$ cat src/rtl/routing_tree_dispatcher.sv
// routing_tree_dispatcher
// ----------------------------------------------------------------------------
// Front-end scheduler for the activation routing tree. Accepts one activation
// stream (valid/ready) and assigns each word round-robin to one of the enabled
// PE outputs. It keeps one credit counter per PE so that a PE input buffer is
// never overrun. It also produces a one-hot output-valid vector that lines up
// with the tree outputs, so a zero activation can be told apart from an idle slot.
//
// Handshake: a word moves from the producer into the dispatcher on a rising
// clk edge where i_input_valid && o_input_ready. o_input_ready depends only on
// registered state, i_config_valid and resetn. It never depends on
// i_input_valid. The producer must hold i_input stable while i_input_valid=1
// and the word is not yet accepted.
//
// Optional feature macro: ROUTING_DISPATCH_ZERO_SKIP_EN
//   When defined, accepted zero words are consumed without being dispatched,
//   and o_skip_count counts them.
//
// Ports:
//   clk, resetn            single clock; synchronous active-low reset
//   i_config_valid         load i_output_enable_mask this cycle (blocks transfer)
//   i_output_enable_mask   bit k=1 : output k takes part in round-robin
//   i_input_valid/i_input  activation stream in
//   o_input_ready          dispatcher accepts i_input this cycle
//   i_credit_return        bit k : PE k freed one buffer slot
//   o_tree_input           word presented to the tree
//   o_tree_routing_code    destination code presented to the tree
//   o_tree_valid           tree input carries a real word
//   o_output_valid         one-hot valid aligned with the tree outputs
//   o_stall                FSM is in STALL (waiting for credit of current target)
//   o_credit_overflow      sticky: credit returned to an already-full counter
//   o_dispatch_count       words dispatched since reset (wraps)
//   o_skip_count           zero words skipped since reset (feature only, wraps)
// ----------------------------------------------------------------------------
module routing_tree_dispatcher #(
    parameter int INPUT_WORD_BIT_WIDTH           = 8,
    parameter int NUMBER_OF_ROUTING_TREE_OUTPUTS = 16,
    parameter int CREDIT_DEPTH                   = 4
) (
    input  logic                                      clk,
    input  logic                                      resetn,
    input  logic                                      i_config_valid,
    input  logic [NUMBER_OF_ROUTING_TREE_OUTPUTS-1:0] i_output_enable_mask,
    input  logic                                      i_input_valid,
    input  logic [INPUT_WORD_BIT_WIDTH-1:0]           i_input,
    output logic                                      o_input_ready,
    input  logic [NUMBER_OF_ROUTING_TREE_OUTPUTS-1:0] i_credit_return,
    output logic [INPUT_WORD_BIT_WIDTH-1:0]           o_tree_input,
    output logic [$clog2(NUMBER_OF_ROUTING_TREE_OUTPUTS)-1:0] o_tree_routing_code,
    output logic                                      o_tree_valid,
    output logic [NUMBER_OF_ROUTING_TREE_OUTPUTS-1:0] o_output_valid,
    output logic                                      o_stall,
    output logic                                      o_credit_overflow,
    output logic [31:0]                               o_dispatch_count
`ifdef ROUTING_DISPATCH_ZERO_SKIP_EN
    ,
    output logic [31:0]                               o_skip_count
`endif
);

    localparam int N   = NUMBER_OF_ROUTING_TREE_OUTPUTS;
    localparam int ROUTING_CODE_BIT_WIDTH        = $clog2(N);
    localparam int NUMBER_OF_ROUTING_TREE_LEVELS = $clog2(N);
    localparam int CW  = ROUTING_CODE_BIT_WIDTH;
    localparam int LV  = NUMBER_OF_ROUTING_TREE_LEVELS;
    localparam int CRW = $clog2(CREDIT_DEPTH + 1);
    localparam logic [CRW-1:0] CREDIT_FULL = CRW'(CREDIT_DEPTH);

    typedef enum logic [1:0] {
        ST_IDLE  = 2'd0,
        ST_RUN   = 2'd1,
        ST_STALL = 2'd2
    } state_t;

    // ------------------------------------------------------------------
    // Registers
    // ------------------------------------------------------------------
    logic [N-1:0]                    r_mask;
    logic [CRW-1:0]                  r_credit [N];
    logic [CW-1:0]                   r_ptr;
    state_t                          r_state;
    logic [INPUT_WORD_BIT_WIDTH-1:0] r_tree_input;
    logic [CW-1:0]                   r_tree_code;
    logic                            r_tree_valid;
    logic [N-1:0]                    r_valid_pipe [LV];
    logic                            r_overflow;
    logic [31:0]                     r_dispatch_count;

    // ------------------------------------------------------------------
    // Combinational helpers
    // ------------------------------------------------------------------
    state_t                          w_state_next;
    logic                            w_ready;
    logic                            w_transfer;
    logic                            w_dispatch;
    logic [CW-1:0]                   w_next_ptr;
    logic [CW-1:0]                   w_cfg_ptr;
    logic [N-1:0]                    w_dec_vec;
    logic [N-1:0]                    w_full_vec;
    logic                            w_overflow_event;
    logic [N-1:0]                    w_tree_onehot;

    // Reset gating keeps ready low while resetn is asserted even though the
    // reset register values would otherwise allow a transfer.
    assign w_ready    = resetn && (r_mask != '0) && (r_credit[r_ptr] != '0)
                        && !i_config_valid;
    assign w_transfer = i_input_valid && w_ready;

`ifdef ROUTING_DISPATCH_ZERO_SKIP_EN
    logic        w_skip;
    logic [31:0] r_skip_count;
    // Zero words complete the handshake but never reach the tree.
    assign w_skip     = w_transfer && (i_input == '0);
    assign w_dispatch = w_transfer && !w_skip;

    always_ff @(posedge clk) begin
        if (!resetn) begin
            r_skip_count <= '0;
        end else if (w_skip) begin
            r_skip_count <= r_skip_count + 32'd1;
        end
    end

    assign o_skip_count = r_skip_count;
`else
    assign w_dispatch = w_transfer;
`endif

    // Next enabled output strictly after r_ptr, wrapping. The loop runs from
    // the farthest candidate to the nearest, so the nearest one wins. When no
    // other bit is set, the pointer stays put (single-bit mask case).
    always_comb begin
        w_next_ptr = r_ptr;
        for (int i = N - 1; i >= 1; i--) begin
            if (r_mask[r_ptr + CW'(i)]) begin
                w_next_ptr = r_ptr + CW'(i);
            end
        end
    end

    // Lowest set bit of the incoming mask, or 0 for an empty mask.
    always_comb begin
        w_cfg_ptr = '0;
        for (int i = N - 1; i >= 0; i--) begin
            if (i_output_enable_mask[i]) begin
                w_cfg_ptr = CW'(i);
            end
        end
    end

    always_comb begin
        w_dec_vec  = '0;
        w_full_vec = '0;
        if (w_dispatch) begin
            w_dec_vec = N'(1) << r_ptr;
        end
        for (int k = 0; k < N; k++) begin
            w_full_vec[k] = (r_credit[k] == CREDIT_FULL);
        end
    end

    // An overflow is a return to a full counter that is not cancelled by a
    // dispatch to the same output in the same cycle.
    assign w_overflow_event = |(i_credit_return & ~w_dec_vec & w_full_vec);

    assign w_tree_onehot = r_tree_valid ? (N'(1) << r_tree_code) : '0;

    // ------------------------------------------------------------------
    // FSM: state register / next state / outputs
    // ------------------------------------------------------------------
    always_ff @(posedge clk) begin
        if (!resetn) begin
            r_state <= ST_IDLE;
        end else begin
            r_state <= w_state_next;
        end
    end

    always_comb begin
        w_state_next = ST_IDLE;
        if ((r_mask != '0) && i_input_valid) begin
            w_state_next = (r_credit[r_ptr] == '0) ? ST_STALL : ST_RUN;
        end
    end

    always_comb begin
        o_stall = (r_state == ST_STALL);
    end

    // ------------------------------------------------------------------
    // Mask, pointer, counters
    // ------------------------------------------------------------------
    always_ff @(posedge clk) begin
        if (!resetn) begin
            r_mask           <= '1;
            r_ptr            <= '0;
            r_overflow       <= 1'b0;
            r_dispatch_count <= '0;
        end else begin
            if (i_config_valid) begin
                r_mask <= i_output_enable_mask;
                r_ptr  <= w_cfg_ptr;
            end else if (w_dispatch) begin
                r_ptr  <= w_next_ptr;
            end
            if (w_overflow_event) begin
                r_overflow <= 1'b1;
            end
            if (w_dispatch) begin
                r_dispatch_count <= r_dispatch_count + 32'd1;
            end
        end
    end

    // A return and a dispatch on the same output cancel each other out.
    // A return to a full counter saturates.
    always_ff @(posedge clk) begin
        for (int k = 0; k < N; k++) begin
            if (!resetn) begin
                r_credit[k] <= CREDIT_FULL;
            end else if (i_credit_return[k] && !w_dec_vec[k]) begin
                if (!w_full_vec[k]) begin
                    r_credit[k] <= r_credit[k] + CRW'(1);
                end
            end else if (!i_credit_return[k] && w_dec_vec[k]) begin
                r_credit[k] <= r_credit[k] - CRW'(1);
            end
        end
    end

    // ------------------------------------------------------------------
    // Tree input stage and valid-alignment pipeline
    // ------------------------------------------------------------------
    always_ff @(posedge clk) begin
        if (!resetn || !w_dispatch) begin
            r_tree_input <= '0;
            r_tree_code  <= '0;
            r_tree_valid <= 1'b0;
        end else begin
            r_tree_input <= i_input;
            r_tree_code  <= r_ptr;
            r_tree_valid <= 1'b1;
        end
    end

    // One stage per tree level, so each bit leaves at the same moment as
    // the word it belongs to leaves the tree.
    always_ff @(posedge clk) begin
        if (!resetn) begin
            for (int i = 0; i < LV; i++) begin
                r_valid_pipe[i] <= '0;
            end
        end else begin
            r_valid_pipe[0] <= w_tree_onehot;
            for (int i = 1; i < LV; i++) begin
                r_valid_pipe[i] <= r_valid_pipe[i-1];
            end
        end
    end

    assign o_input_ready       = w_ready;
    assign o_tree_input        = r_tree_input;
    assign o_tree_routing_code = r_tree_code;
    assign o_tree_valid        = r_tree_valid;
    assign o_output_valid      = r_valid_pipe[LV-1];
    assign o_credit_overflow   = r_overflow;
    assign o_dispatch_count    = r_dispatch_count;

endmodule

$ cat config.mk
export PLATFORM = sky130hd
export DESIGN_NAME = routing_tree_dispatcher
export DESIGN_NICKNAME = d
export VERILOG_FILES = /design/src/rtl/routing_tree_dispatcher.sv
export SDC_FILE = /design/constraint.sdc
export NUM_CORES = 1
export LEC_CHECK = 0
export ABC_AREA = 1
export CAP_MARGIN = 5
export CORE_ASPECT_RATIO = 1.75
export CORE_UTILIZATION = 58
export DETAILED_ROUTE_END_ITERATION = 8
export GPL_TIMING_DRIVEN = 0
export PLACE_DENSITY_LB_ADDON = 0.15
export SYNTH_ARGS = -nofsm -noshare
export SYNTH_HDL_FRONTEND = slang
export SYNTH_SLANG_ARGS = --single-unit
$ cat constraint.sdc
create_clock -name clk -period 3.9 [get_ports clk]
set_input_delay 0.78 -clock clk [delete_from_list [all_inputs] [get_ports clk]]
set_output_delay 0.78 -clock clk [all_outputs]
set_load 0.01 [all_outputs]
### Word-level counts from Yosys, hierarchy flattened

Memory sizes are Yosys's and may differ from the RTL's. A register that Yosys moved wholly into a read port is not among the register bits.
Cells that the tools add are included.

* add/sub/neg operators: 48
* $lt $le $gt $ge: 15
* equal/unequal tests: 17
* shifts and indexed selects: 2
* muxes and demuxes: 235
* bitwise gates (word level): 39
* reduce and logical (&&, ||, !) cells: 81

Operators with widths (count)
* two-way mux 1 bit: 146
* two-way mux 4 bit: 35
* two-way mux 16 bit: 6
* two-way mux 3 bit: 32
* less-than comparator 4 x 5 -> 1 bit, second input constant: 15
* binary-select mux 1 bit (select 4 bit): 15
* adder 3 x 1 -> 3 bit, second input constant: 16
* == test 3 bit, second input constant: 16
* subtractor 3 x 1 -> 3 bit, second input constant: 16
* logical AND 1 bit: 37
* bitwise OR 1 bit: 36
* zero test 1 bit: 35
* adder 32 x 1 -> 32 bit, second input constant: 1
* adder 4 bit, second input constant: 8
* bitwise AND 16 bit: 2
* nonzero test 16 bit: 2
* left shift 1 x 4 -> 16 bit, first input constant: 2
* adder 4 x 3 -> 4 bit, second input constant: 4
* inverter 16 bit: 1
* OR reduction 16 bit: 1
* adder 4 x 2 -> 4 bit, second input constant: 2
* adder 4 x 1 -> 4 bit, second input constant: 1
* AND reduction 2 bit: 2
* zero test 3 bit: 1
* other kinds (5): 5

* bits in registers: 68
* memory bits (writable): 112
* input bits: 44
* output and inout bits: 64
* word-level logic and storage cells: 447
* memories: 2

Memory list
* r_valid_pipe: words 4, bits a word 16, read ports 4, clocked after memory_dff 0, write ports 4, line 85 `logic [N-1:0] r_valid_pipe [LV];`
* r_credit: words 16, bits a word 3, read ports 17, clocked after memory_dff 1, write ports 16, line 79 `logic [CRW-1:0] r_credit [N];`

### Longest topological paths before layout

Gate-level depths: netlist of run 1.

* depth in word-level cells: 22
* gate-level depth with buffers: 27
* gate-level depth less buffers: 26

### Worst setup path after synthesis of run 1

Ideal clock, no wire load.

* path type: input port to flip-flop
* from: in resetn
* to: mem r_credit[8][2] (netlist bit), data pin
* library setup time: 0.257 ns
* arrival time: 2.576 ns
* data required time: 3.643 ns
* path slack: 1.067 ns
* cell stages on the path: 12
* buffers on the path: 1
* cells stage by stage: clkbuf_1 -> nand2_1 -> nor2_1 -> nand3_4 -> inv_1 -> nand2_1 -> inv_1 -> nand3_1 -> fa_1 -> xnor2_1 -> xor2_1 -> nand2_1

RTL lines
* start, declared: line 41 `input logic resetn,`
* end, declared: line 79

==> reports/metrics.cfg, run 1 <==
[place]
place_worst_setup_slack_ns=0.306
place_area_um2=11700
dpl.hpwl_mm=21.2
place.port_buffers=106
routabilityCongestion=1.02

[setup_path]
timing.rr.start=r_ptr[1]
crit_slowest_cell=sky130_fd_sc_hd__o41ai_4
path_class=flip-flop to flip-flop
r2r_setup_slack_ns=0.25
reg2reg_depth=15
critPathMaxFanout=15
worstSetupEndpointType=flip-flop
path_cells=inv_1 > buf_2 > ha_1 > inv_1 > buf_2 > nand3_1 > nand3_1 > nand2_1 > nand2_1 > nand2_1 > inv_1 > nand4_1 > o41ai_4 > nor2_1 > a21oi_1
worstPathRequired_ns=4.26
timing.critical_path.from=r_ptr[1]
slowest_delay_ns=0.59
cp_data_arrival_time_ns=4.01
start_kind=flip-flop

[timing]
layout_setup_ws_ns=0.248
worstMarginPinSlew_ns=0.877
grt_setup_unrepaired=false
maxClockFrequency_ghz=0.274
finalHoldViolCount=0
tns_ns=0
slew_viol_final=0
timing.final.crit_share_pct=93.6
final.setup_skew_ns=0.0139
setup_viol=0
maxSlewHeadroom_pct=41.1
finalCriticalPeriod_ns=3.65

[power_and_ir_drop]
static_leakage_power_nw=5.62
vdd.ir_drop.worst_v=0.000296
post-layout-total-power_mw=5.67
power.density_cell_area_nw_per_um2=461

[finish]
finish.instance_area_um2=12300
final_net_count=1636
syn2layout_area_growth_pct=19.1
diodes=0
share_of_final_layout_standard_cells_stronger_than_drive_strength_1_pct=4.60

[yosys]
syn_avg_cell_area_um2=7.34
synth-async-reset-ratio_pct=0
ys_types=47
syn_inst=1407
synth-main-ff-cell=sky130_fd_sc_hd__dfxtp_1
synthesis.nets=1511
synth_enable_flop_cells=48
yosysWarnings=0
post_synthesis_cell_area_um2=10300
yosys_register_bits=184
ys_seq_area_share_pct=40.3

[clock_network]
cts.repair.resized=0
cts.repair_timing.setup_buffer_count=0
clock_insertion_delay_at_the_later_pin_of_the_skew_report_ns=0.44
cts_sinks=184
clock_tree.buffer_depth=2
cts_root_buffer=sky130_fd_sc_hd__clkbuf_16
numCtsBuffers=17
cts.reportedPaths.clkPinSlew_ns=0.08
cts_hold_buffers=0
cts_tree=done
ctsHtreeMaxLevel=4

[routing]
vias_per_cell=5.44
drt_pass1_iterations=7
dr.first_iter.drc_count=452
remaining_drc_errors=0
avgRoutedWirePerCell_um=15.2
final_antenna_net_count=0
via_count=9663
drt_wl_total_mm=27.0

[floorplanning]
io_pins=108
core-area_um2=17500
num_rows=64
horizontal_extent_of_the_die_um=103
floorplan.die.height_um=179
design.die.area_um2=18400
effective_utilization_at_floorplan_pct=59.2

[global_routing]
global_route.overflow_total=0
grt.total_usage_pct=31.4
grt_pass1_wl_mm=43.8
initial_antenna_violation_count=0
grt_max_degree=22
first_global_vias=9437

[worst_hold_path]
whs_path_depth=2
hp-class=flip-flop to flip-flop

[job]
timing.max_cap.violations=0

[outcome]
status=completed

==> worst max-delay path, delay by kind of cell, from the launching register on <==
kind                       cells  cell delay (ns)
AOI/OAI and AO/OA              2             0.80
buffers and inverters          5             0.96
DFF                            1             0.50
adders and majority gates      1             0.43
and+or+nand+nor                7             0.90
==> where the power goes <==
group / switching, mW / internal (mW) / total, mW
combinational: 1.20 / 0.580 / 1.78
clock: 0.884 / 0.886 / 1.77
sequential: 0.0832 / 2.04 / 2.12
==> cell usage after synthesis (18+ instances only) <==
cell,instances,area share (%)
sky130_fd_sc_hd__nand3_1,145,7.0
sky130_fd_sc_hd__edfxtp_1,48,14
sky130_fd_sc_hd__nand4_1,19,1.2
sky130_fd_sc_hd__nand2_1,353,13
sky130_fd_sc_hd__xor2_1,18,1.5
sky130_fd_sc_hd__a21oi_1,97,4.7
sky130_fd_sc_hd__nor2_1,108,3.9
sky130_fd_sc_hd__ha_1,59,7.1
sky130_fd_sc_hd__o21ai_0,41,2.0
sky130_fd_sc_hd__dfxtp_1,136,26
sky130_fd_sc_hd__inv_1,209,7.6
sky130_fd_sc_hd__nor3_1,25,1.2
==> layout by cell type (no fill, tap or decap), types with 4 or more instances in the layout <==
| cell | Yosys | final |
|---|---|---|
| sky130_fd_sc_hd__nand2_1 | 353 | 353 |
| sky130_fd_sc_hd__inv_1 | 209 | 209 |
| sky130_fd_sc_hd__nand3_1 | 145 | 145 |
| sky130_fd_sc_hd__dfxtp_1 | 136 | 136 |
| sky130_fd_sc_hd__nor2_1 | 108 | 108 |
| sky130_fd_sc_hd__clkdlybuf4s50_1 | 0 | 106 |
| sky130_fd_sc_hd__a21oi_1 | 97 | 97 |
| sky130_fd_sc_hd__ha_1 | 59 | 59 |
| sky130_fd_sc_hd__edfxtp_1 | 48 | 48 |
| sky130_fd_sc_hd__o21ai_0 | 41 | 40 |
| sky130_fd_sc_hd__nor3_1 | 25 | 25 |
| sky130_fd_sc_hd__nand4_1 | 19 | 19 |
| sky130_fd_sc_hd__xor2_1 | 18 | 18 |
| sky130_fd_sc_hd__clkbuf_16 | 0 | 17 |
| sky130_fd_sc_hd__clkbuf_1 | 15 | 15 |
| sky130_fd_sc_hd__nand3b_1 | 15 | 15 |
| sky130_fd_sc_hd__nor4_1 | 12 | 12 |
| sky130_fd_sc_hd__xnor2_1 | 12 | 12 |
| sky130_fd_sc_hd__buf_1 | 10 | 10 |
| sky130_fd_sc_hd__o211ai_1 | 9 | 9 |
| sky130_fd_sc_hd__buf_2 | 8 | 8 |
| sky130_fd_sc_hd__mux2i_1 | 8 | 8 |
| sky130_fd_sc_hd__o21ai_1 | 6 | 7 |
| sky130_fd_sc_hd__clkinv_8 | 0 | 6 |
| sky130_fd_sc_hd__o21a_1 | 5 | 5 |
| sky130_fd_sc_hd__inv_2 | 4 | 4 |
| sky130_fd_sc_hd__buf_4 | 4 | 4 |
| sky130_fd_sc_hd__nor2_4 | 4 | 4 |
| sky130_fd_sc_hd__o22ai_1 | 4 | 4 |
==> worst min-delay path by stage <==
stage | startpoint | to | slack, ns
finish | r_valid_pipe[1][1] | r_valid_pipe[2][1] | 0.41
global route | r_valid_pipe[1][6] | r_valid_pipe[2][6] | 0.43
global placement | r_valid_pipe[1][1] | r_valid_pipe[2][1] | 0.39
CTS | r_valid_pipe[1][7] | r_valid_pipe[2][7] | 0.41
floorplan | r_valid_pipe[0][0] | r_valid_pipe[1][0] | 0.39
detailed placement | r_valid_pipe[0][3] | r_valid_pipe[1][3] | 0.40
==> cell families (layout without fill, tap and decap cells) <==
group / count (synthesis) / after routing / share of synthesized area [%]
AOI/OAI and AO/OA: 169 / 169 / 9.00
xor gates and xnor gates: 32 / 32 / 2.86
adders and majority gates: 60 / 60 / 7.34
buffers and inverters: 250 / 388 / 9.33
DFF: 184 / 184 / 40.3
muxes: 8 / 8 / 0.775
and+or+nand+nor: 704 / 704 / 30.4
==> layout make-up <==
class,instances,area (µm²)
multi-input combinational,973,5200
sequential,184,4160
timing repair buffer,106,1060
inverter,213,800
clock inverter,15,200
buffer,37,164
fill,1528,5150
tap,231,289
clock buffer,17,425
==> metrics by stage <==
stage | hold slack [ns] | utilization, % | std cells
after detailed placement | 0.396 | 66.9 | 1744
after floorplan | 0.390 | - | 1407
after CTS | 0.411 | 70.5 | 1776
after global placement | 0.390 | 66.9 | 1744
after global routing | 0.430 | 70.5 | 1776
final | 0.411 | 70.5 | 1776
==> sequential cells by signal, summed over array words and instances, names as in the netlist, named ones only <==
name                 cells
o_tree_valid             1
r_mask                  16
r_state                  2
o_tree_routing_code      4
o_tree_input             8
r_credit                48
o_dispatch_count        32
r_valid_pipe            64
o_credit_overflow        1
r_ptr                    4
==> layer usage <==
metal	wire length [µm]	track usage (%)	part of all wire (%)	vias to the layer above
met1	9970	31.8	37	4475
met3	1250	5.80	4.6	102
met4	1730	21.5	6.4	0
met5	0	0	0	-
met2	14100	56.7	52	281
li1	-	-	-	4805
No activity file was read; power rests on OpenSTA's default activity.
==> run 2, diff against run 1 <==
Settings changed: GPL_ROUTABILITY_DRIVEN set to 0.
==> reports/metrics.cfg, run 2 (synthesis results as in run 1) <==
[outcome]
status=completed

[finish]
regMostFlops=r_valid_pipe
layout.cells.most_common_list=sky130_fd_sc_hd__nand2_1, sky130_fd_sc_hd__inv_1, sky130_fd_sc_hd__nand3_1, sky130_fd_sc_hd__dfxtp_1, sky130_fd_sc_hd__nor2_1
diodes=0
final.fill_count=1497
final_net_count=1637
largest_reg_flops=64
final_core_area_utilization_pct=70.5
share_of_final_layout_standard_cells_stronger_than_drive_strength_1_pct=4.66
final_common_cell=sky130_fd_sc_hd__nand2_1
syn2layout_area_growth_pct=19.1

[routing]
avgRoutedWirePerCell_um=15.3
dr.first_iter.drc_count=496
drt_wl_total_mm=27.1
via_count=9727
remaining_drc_errors=0
drt_pass1_iterations=6
vias_per_cell=5.47
final_antenna_net_count=0

[timing]
final.setup_skew_ns=0.0123
maxSlewHeadroom_pct=41.8
setup_viol=0
tns_ns=0
maxClockFrequency_ghz=0.280
finalHoldViolCount=0
timing.final.crit_share_pct=91.4
grt_setup_unrepaired=false
slew_viol_final=0
worstMarginPinSlew_ns=0.866
layout_setup_ws_ns=0.335
finalCriticalPeriod_ns=3.57

[power_and_ir_drop]
pwr-share-comb_pct=30.7
p_seq_share_pct=37.6
power.density_cell_area_nw_per_um2=460
share_clk_of_total_power_pct=31.7
switchingPower_mw=2.10
post-layout-total-power_mw=5.66
vdd.ir_drop.worst_v=0.000308
switching_share_of_power_pct=37.1
internal-power_mw=3.56
static_leakage_power_nw=5.62

[floorplanning]
io_pins=108
horizontal_extent_of_the_die_um=103
effective_utilization_at_floorplan_pct=59.2
num_rows=64
core-area_um2=17500
floorplan.die.height_um=179
design.die.area_um2=18400

[setup_path]
crit_slowest_cell=sky130_fd_sc_hd__dfxtp_1
path_cells=inv_1 > buf_2 > ha_1 > inv_1 > buf_2 > nand3_1 > nand3_1 > o21ai_0 > nand2_1 > nand2_1 > inv_1 > nand4_1 > o41ai_4 > buf_4 > nor2_1 > a21oi_1
path_class=flip-flop to flip-flop
total_buffers_and_inverters_traversed_by_the_critical_path=6
path_common_cell=sky130_fd_sc_hd__inv_1
critPathMaxFanout=15
cp_data_arrival_time_ns=3.92
slowest_delay_ns=0.51
worstPathRequired_ns=4.25
cp_top_family=buffers and inverters
start_kind=flip-flop
worstSetupEndpointType=flip-flop

[global_routing]
first_global_vias=9369
global_route.overflow_total=0
grt_pass1_wl_mm=43.2
grt_max_degree=21
initial_antenna_violation_count=0
grt.total_usage_pct=30.9

[job]
timing.max_cap.violations=0

[clock_network]
cts.repair_timing.setup_buffer_count=0
clock_insertion_delay_at_the_later_pin_of_the_skew_report_ns=0.44
cts.repair.resized=0
cts_root_buffer=sky130_fd_sc_hd__clkbuf_16
cts_hold_buffers=0
ctsHtreeMaxLevel=4
cts_sinks=184
cts.reportedPaths.clkPinSlew_ns=0.08
clock_tree.buffer_depth=2
cts_tree=done
numCtsBuffers=17

[place]
place.port_buffers=106
place_worst_setup_slack_ns=0.353
dpl.hpwl_mm=20.5

[worst_hold_path]
hp-class=flip-flop to flip-flop

## run 2: worst min-delay path, stage by stage (launching register included)
cell,delay [ns]
sky130_fd_sc_hd__dfxtp_1,0.31
sky130_fd_sc_hd__nand2_1,0.04
sky130_fd_sc_hd__inv_1,0.04
## run 2: power groups by stage
stage	clock network, mW	registers (mW)	logic, mW
after floorplan	0	2.14	1.26
after global placement	0	2.16	1.66
after detailed placement	0	2.17	1.69
after CTS	1.81	2.12	1.70
after global routing	1.89	2.13	1.96
final	1.79	2.13	1.74
## run 2: per-layer routing
layer	GRT usage (%)	share of wire (%)	wire length (µm)	up-vias
li1	-	-	-	4791
met1	31.7	36	9630	4422
met2	55.9	52	14200	400
met3	5.21	6.1	1650	114
met4	20.5	6.0	1630	0
met5	0	0	0	-
## run 2: path summary, 6_finish.rpt
path | startpoint | endpoint | slack, ns | cells past startpoint
worst min register to register | r_valid_pipe[2][0] | r_valid_pipe[3][0] | 0.41 | 2
worst min-delay path | r_valid_pipe[2][0] | r_valid_pipe[3][0] | 0.41 | 2
worst max register to register | r_ptr[1] | r_ptr[1] | 0.33 | 16
worst max-delay path | r_ptr[1] | r_ptr[1] | 0.33 | 16
## run 2: metrics by stage
step	area (µm²)	hold slack, ns	std cells
after floorplan	10300	0.390	1407
after global placement	11700	0.392	1744
after detailed placement	11700	0.397	1744
after CTS	12300	0.411	1776
after global routing	12300	0.427	1777
final	12300	0.409	1777
## run 2: final cells by class
class | count | area (µm²) | share of cell area, %
timing repair buffer | 107 | 1070 | 8.68
multi-input combinational | 973 | 5200 | 42.3
clock inverter | 15 | 194 | 1.58
buffer | 37 | 164 | 1.33
clock buffer | 17 | 425 | 3.46
inverter | 213 | 800 | 6.50
sequential | 184 | 4160 | 33.8
tap | 231 | 289 | 2.35
==> run 3, diff against run 2 <==
Settings changed: CAP_MARGIN 5 to 10, PLACE_DENSITY set to 0.88, PLACE_DENSITY_LB_ADDON 0.15 to unset.
==> reports/metrics.cfg, run 3 (synthesis results as in run 1) <==
[place]
dpl.hpwl_mm=20.8
place_area_um2=11700
place.port_buffers=106

[power_and_ir_drop]
pwr-share-comb_pct=30.6
switching_share_of_power_pct=37.5
internal-power_mw=3.54
static_leakage_power_nw=5.63
p_seq_share_pct=37.5
share_clk_of_total_power_pct=31.9
power.density_cell_area_nw_per_um2=460
vdd.ir_drop.worst_v=0.000314
switchingPower_mw=2.12

[floorplanning]
io_pins=108
num_rows=64
floorplan.die.height_um=179
effective_utilization_at_floorplan_pct=59.2
horizontal_extent_of_the_die_um=103
core-area_um2=17500
design.die.area_um2=18400

[timing]
maxSlewHeadroom_pct=43.2
finalCriticalPeriod_ns=3.59
maxClockFrequency_ghz=0.278
timing.final.crit_share_pct=92.1
worstMarginPinSlew_ns=0.845
final.setup_skew_ns=0.00795
tns_ns=0
finalHoldViolCount=0
setup_viol=0
grt_setup_unrepaired=false
slew_viol_final=0

[outcome]
status=completed

[finish]
regMostFlops=r_valid_pipe
layout.cells.most_common_list=sky130_fd_sc_hd__nand2_1, sky130_fd_sc_hd__inv_1, sky130_fd_sc_hd__nand3_1, sky130_fd_sc_hd__dfxtp_1, sky130_fd_sc_hd__nor2_1
share_of_final_layout_standard_cells_stronger_than_drive_strength_1_pct=4.60
largest_reg_flops=64
syn2layout_area_growth_pct=19.3
final_net_count=1636
finish.instance_area_um2=12300
final_common_cell=sky130_fd_sc_hd__nand2_1
diodes=0

[clock_network]
cts.reportedPaths.clkPinSlew_ns=0.08
cts_hold_buffers=0
ctsHtreeMaxLevel=4
cts_root_buffer=sky130_fd_sc_hd__clkbuf_16
cts_tree=done
clock_insertion_delay_at_the_later_pin_of_the_skew_report_ns=0.44
cts.repair.resized=0
clock_tree.buffer_depth=2
cts.repair_timing.setup_buffer_count=0
cts_sinks=184
numCtsBuffers=17

[global_routing]
grt_max_degree=22
first_global_vias=9908
global_route.overflow_total=0
grt.total_usage_pct=32.1
initial_antenna_violation_count=0
grt_pass1_wl_mm=45.0

[setup_path]
r2r_setup_slack_ns=0.31
critPathMaxFanout=15
worstSetupEndpointType=flip-flop
start_kind=flip-flop
cp_data_arrival_time_ns=3.94
worstPathRequired_ns=4.25
reg2reg_depth=15
path_class=flip-flop to flip-flop
timing.critical_path.from=r_ptr[1]
timing.rr.start=r_ptr[1]

[routing]
final_antenna_net_count=0
via_count=10000
dr.first_iter.drc_count=735
drt_wl_total_mm=28.1
remaining_drc_errors=0
drt_pass1_iterations=7
avgRoutedWirePerCell_um=15.8
vias_per_cell=5.64

[worst_hold_path]
whs_path_depth=2
hp-class=flip-flop to flip-flop

[job]
timing.max_cap.violations=0

-- run 3: worst min-delay path by stage --
stage | slack [ns] | start | endpoint
after floorplan | 0.39 | r_valid_pipe[0][0] | r_valid_pipe[1][0]
after global placement | 0.39 | r_valid_pipe[1][4] | r_valid_pipe[2][4]
after detailed placement | 0.39 | r_valid_pipe[1][10] | r_valid_pipe[2][10]
after CTS | 0.41 | r_valid_pipe[1][9] | r_valid_pipe[2][9]
after global routing | 0.43 | r_valid_pipe[1][13] | r_valid_pipe[2][13]
final | 0.41 | r_valid_pipe[1][9] | r_valid_pipe[2][9]
-- run 3: critical path: stages, from the launching register on --
cell and delay, ns:
sky130_fd_sc_hd__dfxtp_1 0.51, sky130_fd_sc_hd__inv_1 0.17, sky130_fd_sc_hd__buf_2 0.27, sky130_fd_sc_hd__ha_1 0.37
sky130_fd_sc_hd__inv_1 0.10, sky130_fd_sc_hd__buf_2 0.24, sky130_fd_sc_hd__nand3_1 0.14, sky130_fd_sc_hd__nand3_1 0.09
sky130_fd_sc_hd__nand2_1 0.07, sky130_fd_sc_hd__nand2_1 0.08, sky130_fd_sc_hd__nand2_1 0.11, sky130_fd_sc_hd__nor2_1 0.17
sky130_fd_sc_hd__nand4_1 0.21, sky130_fd_sc_hd__o41ai_4 0.64, sky130_fd_sc_hd__nor2_1 0.08, sky130_fd_sc_hd__a21oi_1 0.24
-- run 3: cell type report --
cell class	count	area (µm²)
fill	1368	5140
inverter	213	800
timing repair buffer	106	1060
clock inverter	14	193
clock buffer	18	450
sequential	184	4160
multi-input combinational	973	5200
buffer	37	164
tap	231	289
-- run 3: per-stage QoR --
step	std cells	util (%)	power, mW	setup WS, ns	hold WS, ns
5_1_grt	1776	70.6	5.98	0.0505	0.435
3_3_place_gp	1744	66.9	3.80	0.494	0.391
4_1_cts	1776	70.6	5.63	0.375	0.409
2_1_floorplan	1407	-	3.40	1.07	0.390
6_report	1776	70.6	5.67	0.306	0.411
3_5_place_dp	1744	66.9	3.84	0.396	0.395
-- run 3: per-layer routing --
metal | global-route usage, % | vias up | wire length, µm
li1 | - | 4806 | -
met1 | 31.4 | 4550 | 9470
met2 | 57.9 | 500 | 14600
met3 | 5.49 | 158 | 1870
met4 | 25.1 | 0 | 2110
met5 | 0 | - | 0
-- run 3: power by group through the flow --
stage | Sequential [mW] | Clock [mW] | Combinational (mW)
global placement | 2.16 | 0 | 1.64
detailed placement | 2.16 | 0 | 1.68
CTS | 2.12 | 1.81 | 1.70
finish | 2.12 | 1.81 | 1.74
floorplan | 2.14 | 0 | 1.26
global route | 2.13 | 1.89 | 1.96
